===== config.mk =====
export PLATFORM = sky130hd
export DESIGN_NAME = dma2mem_txn_capture
export DESIGN_NICKNAME = d
export VERILOG_FILES = /design/src/rtl/dma2mem_txn_capture.sv
export SDC_FILE = /design/constraint.sdc
export NUM_CORES = 2
export LEC_CHECK = 0
export CELL_PAD_IN_SITES_DETAIL_PLACEMENT = 2
export CELL_PAD_IN_SITES_GLOBAL_PLACEMENT = 2
export CORE_MARGIN = 8
export CORE_UTILIZATION = 47
export DETAILED_ROUTE_END_ITERATION = 6
export PLACE_DENSITY_LB_ADDON = 0.12
export SLEW_MARGIN = 20
export SYNTH_ARGS = -nofsm -noshare
export SYNTH_HDL_FRONTEND = slang
export SYNTH_SLANG_ARGS = --single-unit

===== constraint.sdc =====
create_clock -name clk -period 15.16 [get_ports clk]
set_clock_uncertainty 0.1 [all_clocks]
set_input_delay 3.79 -clock clk [delete_from_list [all_inputs] [get_ports clk]]
set_output_delay 3.79 -clock clk [all_outputs]
set_load 0.02 [all_outputs]

===== src/rtl/dma2mem_txn_capture.sv =====
// dma2mem_txn_capture: per-lane DMA/memc event counters and FIFOs drained round-robin onto one capture stream
module dma2mem_txn_capture #(
    parameter int NUM_LANES  = 4,
    parameter int ADDR_WIDTH = 24,
    parameter int DATA_WIDTH = 32,
    parameter int FIFO_DEPTH = 8,
    parameter int CNT_WIDTH  = 16,
    localparam int LW = NUM_LANES > 1 ? $clog2(NUM_LANES) : 1
) (
    input  logic                            clk,
    input  logic                            reset_poweron,
    input  logic                            enable,
    input  logic                            clear,
    input  logic [1:0]                      capture_mode,
    input  logic [NUM_LANES-1:0]            dma__memc__write_valid,
    input  logic [NUM_LANES*ADDR_WIDTH-1:0] dma__memc__write_address,
    input  logic [NUM_LANES*DATA_WIDTH-1:0] dma__memc__write_data,
    input  logic [NUM_LANES-1:0]            memc__dma__write_ready,
    input  logic [NUM_LANES-1:0]            dma__memc__read_valid,
    input  logic [NUM_LANES*ADDR_WIDTH-1:0] dma__memc__read_address,
    input  logic [NUM_LANES-1:0]            dma__memc__read_pause,
    input  logic [NUM_LANES-1:0]            memc__dma__read_ready,
    input  logic [NUM_LANES-1:0]            memc__dma__read_data_valid,
    input  logic [NUM_LANES*DATA_WIDTH-1:0] memc__dma__read_data,
    output logic                            cap__out_valid,
    input  logic                            cap__out_ready,
    output logic [LW-1:0]                   cap__out_lane,
    output logic [1:0]                      cap__out_type,
    output logic [ADDR_WIDTH-1:0]           cap__out_address,
    output logic [DATA_WIDTH-1:0]           cap__out_data,
    output logic [NUM_LANES*CNT_WIDTH-1:0]  write_count,
    output logic [NUM_LANES*CNT_WIDTH-1:0]  read_count,
    output logic [NUM_LANES*CNT_WIDTH-1:0]  outstanding,
    output logic [NUM_LANES-1:0]            overflow,
    output logic [NUM_LANES-1:0]            underflow
);
    localparam int AW = $clog2(FIFO_DEPTH);
    localparam int EW = 2 + ADDR_WIDTH + DATA_WIDTH;

    logic [1:0]           rst_sync;
    logic                 rst_n;
    logic [NUM_LANES-1:0] nonempty;
    logic [NUM_LANES-1:0] pop;
    logic [EW-1:0]        head [NUM_LANES];
    logic [LW-1:0]        ptr;
    logic [LW-1:0]        gnt;
    logic                 found;
    logic                 load;

    always_ff @(posedge clk or negedge reset_poweron)
        if (!reset_poweron) rst_sync <= '0;
        else rst_sync <= {rst_sync[0], 1'b1};
    assign rst_n = rst_sync[1];

    for (genvar l = 0; l < NUM_LANES; l++) begin : g_lane
        logic                  w, r, d, sel, full, of, uf;
        logic [CNT_WIDTH-1:0]  wc, rc, oc;
        logic [AW:0]           wr_ptr, rd_ptr;
        logic [ADDR_WIDTH-1:0] ea;
        logic [DATA_WIDTH-1:0] ed;
        logic [EW-1:0]         entry;
        logic [EW-1:0]         mem [FIFO_DEPTH];
        assign w = enable & dma__memc__write_valid[l] & memc__dma__write_ready[l];
        assign r = enable & dma__memc__read_valid[l] & memc__dma__read_ready[l] & ~dma__memc__read_pause[l];
        assign d = enable & memc__dma__read_data_valid[l];
        assign sel = capture_mode == 2'd0 ? w : capture_mode == 2'd1 ? r : capture_mode == 2'd2 ? d : 1'b0;
        assign ea = capture_mode == 2'd0 ? dma__memc__write_address[l*ADDR_WIDTH +: ADDR_WIDTH] :
                    capture_mode == 2'd1 ? dma__memc__read_address[l*ADDR_WIDTH +: ADDR_WIDTH] : '0;
        assign ed = capture_mode == 2'd0 ? dma__memc__write_data[l*DATA_WIDTH +: DATA_WIDTH] :
                    capture_mode == 2'd2 ? memc__dma__read_data[l*DATA_WIDTH +: DATA_WIDTH] : '0;
        assign entry = {capture_mode, ea, ed};
        assign full = (wr_ptr[AW] != rd_ptr[AW]) && (wr_ptr[AW-1:0] == rd_ptr[AW-1:0]);
        assign nonempty[l] = wr_ptr != rd_ptr;
        assign head[l] = mem[rd_ptr[AW-1:0]];
        assign write_count[l*CNT_WIDTH +: CNT_WIDTH] = wc;
        assign read_count[l*CNT_WIDTH +: CNT_WIDTH] = rc;
        assign outstanding[l*CNT_WIDTH +: CNT_WIDTH] = oc;
        assign overflow[l] = of;
        assign underflow[l] = uf;
        always_ff @(posedge clk)
            if (sel && !full && !clear) mem[wr_ptr[AW-1:0]] <= entry;
        always_ff @(posedge clk or negedge rst_n)
            if (!rst_n) begin
                wc <= '0;
                rc <= '0;
                oc <= '0;
                wr_ptr <= '0;
                rd_ptr <= '0;
                of <= 1'b0;
                uf <= 1'b0;
            end else if (clear) begin
                wc <= '0;
                rc <= '0;
                oc <= '0;
                wr_ptr <= '0;
                rd_ptr <= '0;
                of <= 1'b0;
                uf <= 1'b0;
            end else begin
                if (w && wc != '1) wc <= wc + 1'b1;
                if (r && rc != '1) rc <= rc + 1'b1;
                if (r && !d && oc != '1) oc <= oc + 1'b1;
                else if (d && !r) begin
                    if (oc == '0) uf <= 1'b1;
                    else oc <= oc - 1'b1;
                end
                // a full FIFO drops the push even when it is popped on this edge
                if (sel) begin
                    if (full) of <= 1'b1;
                    else wr_ptr <= wr_ptr + 1'b1;
                end
                if (pop[l]) rd_ptr <= rd_ptr + 1'b1;
            end
    end

    always_comb begin
        found = 1'b0;
        gnt = '0;
        for (int i = 0; i < NUM_LANES; i++) begin
            if (!found && nonempty[(int'(ptr) + i) % NUM_LANES]) begin
                found = 1'b1;
                gnt = LW'((int'(ptr) + i) % NUM_LANES);
            end
        end
    end

    assign load = (!cap__out_valid || cap__out_ready) && found;
    assign pop = load ? (NUM_LANES'(1) << gnt) : '0;

    always_ff @(posedge clk or negedge rst_n)
        if (!rst_n) begin
            cap__out_valid <= 1'b0;
            cap__out_lane <= '0;
            cap__out_type <= '0;
            cap__out_address <= '0;
            cap__out_data <= '0;
            ptr <= '0;
        end else if (clear) begin
            cap__out_valid <= 1'b0;
            cap__out_lane <= '0;
            cap__out_type <= '0;
            cap__out_address <= '0;
            cap__out_data <= '0;
            ptr <= '0;
        end else if (load) begin
            cap__out_valid <= 1'b1;
            cap__out_lane <= gnt;
            {cap__out_type, cap__out_address, cap__out_data} <= head[gnt];
            ptr <= gnt == LW'(NUM_LANES - 1) ? '0 : gnt + 1'b1;
        end else if (cap__out_ready) begin
            cap__out_valid <= 1'b0;
        end
endmodule


==> impl_metrics.tcl <==
set metrics [dict create \
    outcome "finished clean" \
    postRouteWirelength_mm 333 \
    first_global_vias 61200 \
    nNetsFinal 6675 \
    timing.critical_path.slowest_stage_cell "sky130_fd_sc_hd__clkdlybuf4s50_1" \
    clkSinkCount 2153 \
    max_cap_viol_count 0 \
    areaGrowthSynthToFinish_pct 19.6 \
    synthesis.nets 5907 \
    synthSimpleGateAreaFrac 0.0606 \
    globalRoute.totalOverflow 0 \
    worstReg2RegStart "g_lane[3].rd_ptr[1]$_DFFE_PN0P_" \
    post-cts-setup-buffers 0 \
    postCtsHoldBufs 0 \
    synth_xor_area_frac 0.0170 \
    synth.top_cells.by_count "sky130_fd_sc_hd__edfxtp_1 (1856), sky130_fd_sc_hd__nor2_1 (560), sky130_fd_sc_hd__mux2i_1 (484)" \
    routed-via-count 55500 \
    synthFlopType "sky130_fd_sc_hd__edfxtp_1" \
    finalHoldWorstSlack_ns 0.211 \
    drt_first_iter_violations 4723 \
    syn-instance-count 5340 \
    cts_inserted_buffers 226 \
    worstPathRequired_ns 15.78 \
    synth.top_cells.by_area "sky130_fd_sc_hd__edfxtp_1 (61%), sky130_fd_sc_hd__mux4_2 (11%), sky130_fd_sc_hd__dfrtp_1 (8.2%), sky130_fd_sc_hd__mux2i_1 (5.3%), sky130_fd_sc_hd__nor2_1 (2.3%)" \
    io_pins 740 \
    synthDominantCellAreaShare 0.613 \
    fin_crit_sh 0.532 \
    critical_path.endpoint_type "register" \
    start_kind "primary input" \
    synthesis.area_per_instance_sq_um 17.0 \
    layout_cell_share_with_drive_strength_beyond_1 0.156 \
    final_max_slew_viol_count 0 \
    synth.most_common_cell "sky130_fd_sc_hd__edfxtp_1" \
    synth_adder_area_share 0.0124 \
    cp_cell_sequence "clkdlybuf4s50_1 > nand4b_1 > or2_2 > or2_2 > ha_1 > nand2_1 > o21ai_0 > a211oi_1 > o311ai_0 > xor2_1 > mux2i_1 > nor2_1" \
    postLayoutCellArea_sq_um 109000 \
    cts.path.max_buffers 3 \
    yosysTopAreaCell "sky130_fd_sc_hd__edfxtp_1" \
    fp.dieArea_sq_um 208000 \
    transition_time_of_the_tightest_slew_check_pin_ns 1.24 \
    arrival_ns 8.68 \
    place.gp.congestion 0.781 \
    placed_area_sq_um 101000 \
    cts.root.buffer_cell "sky130_fd_sc_hd__clkbuf_16" \
    post-dp-hpwl_mm 206 \
    antenna_violations_before_repair 20 \
    dominant_combinational_cell_family_by_area_after_synthesis "multiplexers" \
    crit_path_max_fanout 19 \
    timing_hold_violations_final 0 \
    clock_tree_from_tritoncts "built" \
    fin_tns_setup_ns 0 \
    grt_start_max_net_pins 129 \
    portBuffers 739 \
    crit_path_frequent_cell "sky130_fd_sc_hd__or2_2" \
    die-width_microns 456 \
    synth-seq-area-share 0.695 \
    grt_overall_usage 0.312 \
    drt.antenna.violating_nets 0 \
    finalWorstPathRequiredPeriod_ns 8.06 \
    detail_route.first_pass.iterations 5 \
    path_clk_slew_ns 0.06 \
    grt_setup_unrepaired "false" \
    share_of_the_core_filled_with_cells_in_the_final_layout 0.565 \
    fp-row-count 161 \
    synth_seq_cells 2153 \
    synth.cell_area_sq_um 90900 \
    post_synth_mux_area_share 0.172 \
    number_of_resized_instances_in_the_post_cts_repair_step 0 \
    min-delay-path-class "reg2async" \
    async_reset_ff_frac 0.138 \
    power.density_cell_area_nw_per_um2 158 \
    drc_errors 0 \
    post_drt_wl_per_cell_microns 37.6 \
    die_height_microns 456 \
    synth_enable_flop_cells 1856 \
    synth.lib_cells_used.distinct 76 \
    design.core.area_sq_um 192000 \
    leakagePower_nw 36.6 \
    yosys_warnings 0 \
    critical_path_type "in2reg" \
    total_of_endpoints_with_negative_setup_slack_in_the_final_report 0 \
    achievable-frequency_ghz 0.124 \
    slew_headroom 0.172 \
    floorplan.initialDensity 0.472 \
    critical_path.startpoint "enable" \
    slowest_delay_ns 0.84 \
    clock_insertion_delay_worst_skew_ns 0.88 \
    detail_route.vias_per_cell 6.28 \
    wire_length_of_the_first_global_routing_pass_mm 471 \
    irDropWorstVdd_mv 0.136 \
    synth_compound_gate_area_share 0.0269 \
    clock_tree.htree_level_count 4 \
]
==> path summary, 6_finish.rpt <==
kind / to / cells past startpoint / slack (ns)
max: g_lane[1].oc[12]$_DFFE_PN0P_ / 12 / 7.10
min: cap__out_address[13]$_DFFE_PN0P_ / 0 / 0.21
max reg2reg: cap__out_address[23]$_DFFE_PN0P_ / 10 / 9.78
min reg2reg: cap__out_address[13]$_DFFE_PN0P_ / 0 / 0.21
max in group asynchronous: rst_sync[1]$_DFF_PN0_ / 1 / 11.84
min in group clk: rst_sync[1]$_DFF_PN0_ / 0 / 0.25
==> final cells by class <==
cell class                      instances  area (sq um)
Fill cell                           16500         83700
Sequential cell                      2153         63200
Multi-Input combinational cell       2846         26600
Timing Repair Buffer                  832          8150
Clock buffer                          295          6080
Tap cell                             2526          3160
Clock inverter                        133          1290
Inverter                               49           184
Antenna cell                            8          20.0
==> layer usage <==
layer	wire, microns	global-route usage	share of wire
met1	123000	0.379	0.37
met2	170000	0.546	0.51
met3	20600	0.0509	0.062
met4	18600	0.148	0.056
met5	7	0	0.000021
==> where the power goes <==
| part | switching [mW] | internal [mW] |
|---|---|---|
| Sequential | 0.300 | 6.63 |
| Clock | 2.53 | 3.21 |
| Combinational | 2.73 | 1.75 |
| Total | 5.56 | 11.6 |
==> placed cells by master (no fill, tap or decap), drive strengths merged, types with 23 or more instances in the layout <==
cell type / Yosys / routed
a211oi: 44 / 44
a21oi: 101 / 101
buf: 106 / 95
bufinv: 0 / 23
clkbuf: 186 / 296
clkdlybuf4s50: 0 / 736
clkinv: 1 / 100
dfrtp: 297 / 297
edfxtp: 1856 / 1856
ha: 84 / 84
inv: 48 / 53
mux2: 34 / 34
mux2i: 484 / 484
mux4: 464 / 464
nand2: 264 / 264
nand3: 83 / 83
nand4: 59 / 59
nor2: 561 / 561
nor3: 84 / 84
nor4: 33 / 33
o21ai: 82 / 82
o32ai: 42 / 42
or3: 38 / 38
xnor2: 63 / 63
xor2: 113 / 113
==> logic make-up after synthesis <==
kind of cell	Yosys count
AO/OA/AOI/OAI	371
XOR/XNOR	176
adder cells (fa/ha/maj)	88
buffers and inverters	341
flip-flops	2153
multiplexers	982
other	1
AND/OR/NAND/NOR	1228
==> registers in the layout (all words and copies together) (netlist names) <==
name              count
g_lane.rd_ptr        16
cap__out_valid        1
rst_sync              2
cap__out_lane         2
cap__out_data        32
g_lane.mem         1856
g_lane.of             4
g_lane.wc            64
ptr                   2
cap__out_address     24
cap__out_type         2
g_lane.wr_ptr        16
g_lane.oc            64
g_lane.uf             4
g_lane.rc            64
==> stage by stage <==
step,setup WS [ns],total power [mW],instances
floorplan,5.24,9.58,5340
global placement,6.48,11.2,8405
finish,7.10,17.1,8842
CTS,7.22,17.2,8833
detailed placement,6.28,11.4,8405
global route,7.00,17.6,8841
==> worst max-delay path, delay by kind of cell <==
kind                     cells  cell delay, ns
AO/OA/AOI/OAI                3            1.44
buffers and inverters        1            0.84
multiplexers                 1            0.18
XOR/XNOR                     1            0.15
AND/OR/NAND/NOR              5            1.82
adder cells (fa/ha/maj)      1            0.44
No activity file was read; power rests on OpenSTA's default activity.
